### config.mk
export PLATFORM = sky130hd
export DESIGN_NAME = pipeline_sequencer
export DESIGN_NICKNAME = d
export VERILOG_FILES = /design/src/rtl/pipeline_sequencer.sv
export SDC_FILE = /design/constraint.sdc
export NUM_CORES = 1
export LEC_CHECK = 0
export CORE_MARGIN = 5
export CORE_UTILIZATION = 40
export CTS_CLUSTER_DIAMETER = 120
export CTS_CLUSTER_SIZE = 16
export DETAILED_ROUTE_END_ITERATION = 12
export PLACE_DENSITY_LB_ADDON = 0.12
export RECOVER_POWER = 50
export SLEW_MARGIN = 40
export SYNTH_ARGS = -nofsm -noshare
export SYNTH_HDL_FRONTEND = slang
export SYNTH_SLANG_ARGS = --single-unit
### constraint.sdc
create_clock -name clk -period 5.7 [get_ports clk]
set_clock_uncertainty 0.1 [all_clocks]
set_input_delay 1.14 -clock clk [delete_from_list [all_inputs] [get_ports clk]]
set_output_delay 1.14 -clock clk [all_outputs]
set_load 0.1 [all_outputs]
### src/rtl/pipeline_sequencer.sv
// Three-stage fetch/decode/execute sequencer. Issues fetches, steers ALU
// enables, stalls for the multiplier and flushes on taken branches.
module pipeline_sequencer #(
  parameter logic [31:0] RESET_PC = 32'h0000_0000
) (
  input  logic        clk,
  input  logic        reset,
  input  logic [31:0] mem_rdata,
  input  logic        mem_ready,
  input  logic        cond_pass,
  input  logic        mul_done,
  output logic [31:0] mem_addr,
  output logic        mem_req,
  output logic [31:0] exe_instr,
  output logic        exe_valid,
  output logic        alu_en,
  output logic        mul_start,
  output logic        branch_taken,
  output logic        stall,
  output logic [1:0]  fsm_state
);

  localparam logic [1:0] S_RUN      = 2'd0;
  localparam logic [1:0] S_MUL_WAIT = 2'd1;
  localparam logic [1:0] S_FLUSH    = 2'd2;

  logic [1:0]  state;
  logic [31:0] pc;
  logic [31:0] dec_instr;
  logic [31:0] dec_pc;
  logic        dec_valid;
  logic [31:0] exe_pc;

  logic        is_mul;
  logic        is_branch;
  logic        is_alu;
  logic        in_run;
  logic        issue_mul;
  logic        issue_br;
  logic [31:0] br_target;

  // Fetch handshake: mem_req is the request and mem_ready acknowledges it;
  // a word is consumed only on a cycle where both are high and nothing is issuing.
  assign in_run    = (state == S_RUN);
  assign mem_addr  = pc;
  assign mem_req   = in_run;
  assign stall     = ~in_run;
  assign fsm_state = state;

  assign is_mul    = (exe_instr[27:22] == 6'b000000) && (exe_instr[7:4] == 4'b1001);
  assign is_branch = (exe_instr[27:25] == 3'b101);
  assign is_alu    = (exe_instr[27:26] == 2'b00) && !is_mul;

  assign issue_mul    = in_run && exe_valid && cond_pass && is_mul;
  assign issue_br     = in_run && exe_valid && cond_pass && is_branch;
  assign alu_en       = in_run && exe_valid && cond_pass && is_alu;
  assign mul_start    = issue_mul;
  assign branch_taken = issue_br;

  // Branch offset is a signed word count relative to the instruction PC + 8.
  assign br_target = exe_pc + 32'd8 + {{6{exe_instr[23]}}, exe_instr[23:0], 2'b00};

  always_ff @(posedge clk or posedge reset) begin
    if (reset) begin
      state     <= S_RUN;
      pc        <= RESET_PC;
      dec_instr <= 32'd0;
      dec_pc    <= 32'd0;
      dec_valid <= 1'b0;
      exe_instr <= 32'd0;
      exe_pc    <= 32'd0;
      exe_valid <= 1'b0;
    end else begin
      case (state)
        S_RUN: begin
          if (issue_br) begin
            pc        <= br_target;
            dec_valid <= 1'b0;
            exe_valid <= 1'b0;
            state     <= S_FLUSH;
          end else if (issue_mul) begin
            state <= S_MUL_WAIT;
          end else if (mem_ready) begin
            dec_instr <= mem_rdata;
            dec_pc    <= pc;
            dec_valid <= 1'b1;
            exe_instr <= dec_instr;
            exe_pc    <= dec_pc;
            exe_valid <= dec_valid;
            pc        <= pc + 32'd4;
          end else begin
            exe_instr <= dec_instr;
            exe_pc    <= dec_pc;
            exe_valid <= dec_valid;
            dec_valid <= 1'b0;
          end
        end
        S_MUL_WAIT: begin
          if (mul_done) begin
            exe_valid <= 1'b0;
            state     <= S_RUN;
          end
        end
        S_FLUSH: state <= S_RUN;
        default: state <= S_RUN;
      endcase
    end
  end

endmodule
==> results.yml <==
routing:
  routed_wl_mm: 21.5
  ant_nets: 0
  via_per_inst: 5.56
  wire_per_inst_um: 18.2
  route.detailed.drc: 0
  first_iter_violations: 377
  dr.pass1.iters: 5
  vias: 6571
cells_and_area:
  antenna_cells: 0
  nets: 985
  syn_to_final_growth_pct: 16.1
  drive_above_1_share: 0.235
  final_util: 0.473
clocking:
  path_clk_slew_ns: 0.06
  cts.sinks: 164
  hold_buffers: 0
  insertion_delay_ns: 0.43
  h-tree-depth: 4
  cts_setup_buffers: 0
  post_cts_resized: 0
  cts_tree: "built"
  clk_path_buf_depth: 2
  cts_root_buffer: "clkbuf_16"
  cts_buffers: 17
synthesis:
  yosys_warnings: 0
  postSynthAreaPerCell_um2: 11.3
  synth_common_cells: "dfrtp_1, mux2_2, a21oi_1, ha_1, nand2_1"
  synthCells: 791
  yosysMostFrequentCell: "dfrtp_1"
  syn-num-nets: 887
  mappedNetlistArea_um2: 8930
  ys_top_cells_by_area: "dfrtp_1, mux2_2, ha_1, a21oi_1, o21ai_0"
  synth_area_leader_cell: "dfrtp_1"
  synth_top_area_frac: 0.460
  yosysSeqAreaShare: 0.460
  synth_ff_type: "dfrtp_1"
  synth-async-reset-ratio: 1.00
  ys_seq_elements: 164
  ys_types: 74
  synth_edf_count: 0
sta:
  rsz0062_at_grt: "false"
  relSlewSlack: -1.04
  slew_violations: 122
  timing.setup.tns_ns: 0
  layout_min_cycle_time_ns: 4.55
  setup_viol: 0
  hold_viol: 0
  fin_crit_sh: 0.798
  tightest_slew_ns: 3.05
  max_freq_mhz: 220
outcome:
  violations: "capacitance limit, slew limit"
  status: "finished, violations left"
place:
  place.gp.congestion: 0.822
  port_buffers: 108
  dp_hpwl_mm: 15.5
critical_path:
  slowest_stage: "clkbuf_1"
  worstPathRequired_ns: 5.96
  critPathMaxStageDelay_ns: 1.43
  cp.arrival_ns: 4.81
  crit_chain: "clkdlybuf4s50_1 -> nand4b_1 -> or2_0 -> clkbuf_1 -> nand2_2 -> o31ai_1 -> a31o_2"
  path_class: "primary input to flop"
  critical_path_peak_fanout: 40
  start_kind: "primary input"
  endpoint_kind: "flop"
min_path:
  hp-class: "flop to flop"
floorplanning:
  die_x_um: 159
  start_util: 0.408
  die_y_um: 159
  core-area_um2: 21900
  ios: 109
  fp-row-count: 54
  die-area_um2: 25400
grt:
  overflow: 0
  grt_pass1_vias: 6688
  antenna_found_initial: 0
  grt_max_degree: 81
  grt_pass1_wl_mm: 35.7
  grt_usage: 0.170
flow_run:
  cap_violations: 2
[cell type report]
class | instances | area (um2)
repair buffers | 115 | 734
fillers | 2071 | 11500
clock buffers | 19 | 443
clock inverters | 13 | 144
flip-flops and latches | 164 | 4100
well taps | 280 | 350
inverters | 17 | 77.6
multi-input cells | 574 | 4510
[metal layers]
| metal | GRT usage | wire length (um) | share of wire | vias up |
|---|---|---|---|---|
| li1 | - | - | - | 3106 |
| met1 | 0.242 | 10500 | 0.49 | 3278 |
| met2 | 0.266 | 9690 | 0.45 | 168 |
| met3 | 0.0373 | 1080 | 0.050 | 19 |
| met4 | 0.0458 | 261 | 0.012 | 0 |
| met5 | 0 | 0 | 0 | - |
[critical path: cells and delay by family]
family | cells | cell delay, ns
buffers and inverters | 2 | 1.84
and+or+nand+nor | 3 | 1.19
AOI/OAI and AO/OA | 2 | 0.63
[layout by cell type (no fill, tap or decap), drive strengths merged, types with 3 or more instances in the layout]
master / n
clkdlybuf4s50: 36
clkinv: 6
o211ai: 5
o21bai: 7
o31a: 3
o21a: 5
a221oi: 5
ha: 58
o22a: 4
nor2b: 6
inv: 21
nor4: 5
or3: 7
nor3: 9
nand2: 53
nand4: 16
a21boi: 4
a21o: 6
nand3: 16
nand2b: 6
clkbuf: 52
o22ai: 7
and3: 11
nor3b: 3
a21oi: 63
o21ai: 53
mux2: 125
nor2: 31
xor2: 9
a31oi: 6
xnor2: 14
dfrtp: 164
buf: 46
or2: 4
a211oi: 5
[kinds of logic (layout without fill, tap and decap cells)]
| logic type | after synthesis | in the layout | share of synthesized area |
|---|---|---|---|
| DFF | 164 | 164 | 0.460 |
| xor gates and xnor gates | 23 | 23 | 0.0226 |
| buffers and inverters | 53 | 164 | 0.0347 |
| and+or+nand+nor | 175 | 175 | 0.102 |
| AOI/OAI and AO/OA | 192 | 192 | 0.140 |
| adders and majority gates | 59 | 59 | 0.0835 |
| muxes | 125 | 125 | 0.158 |
[through the flow]
step	instance area (um2)	hold slack, ns	instances	setup WS, ns
after floorplan	8930	0.333	791	0.0267
after global placement	10200	0.360	1150	1.25
after detailed placement	9840	0.363	1150	1.49
after CTS	10400	0.384	1182	1.73
after global routing	10400	0.408	1182	0.891
final	10400	0.374	1182	1.15
[worst paths after layout]
path	to	slack, ns	startpoint	cells past startpoint
worst max-delay path	mem_addr[24]$_DFFE_PP0P_	1.15	cond_pass	7
worst min-delay path	mem_addr[0]$_DFFE_PP0P_	0.37	exe_pc[0]$_DFFE_PP0P_	2
worst max register to register	mem_addr[24]$_DFFE_PP0P_	1.60	fsm_state[1]$_DFFE_PP0P_	8
worst min register to register	mem_addr[0]$_DFFE_PP0P_	0.37	exe_pc[0]$_DFFE_PP0P_	2
max in group asynchronous	mem_addr[10]$_DFFE_PP0P_	1.63	reset	3
min in group asynchronous	dec_instr[14]$_DFFE_PP0P_	2.02	reset	2
[registers in the layout (all words and copies together) (netlist names)]
register / flops
dec_valid: 1
exe_instr: 32
exe_valid: 1
dec_instr: 32
mem_addr: 32
dec_pc: 32
fsm_state: 2
exe_pc: 32
Power is left out: the tool's default activity adds up to more than one toggle a clock period on the data nets, which glitch-free logic cannot reach.
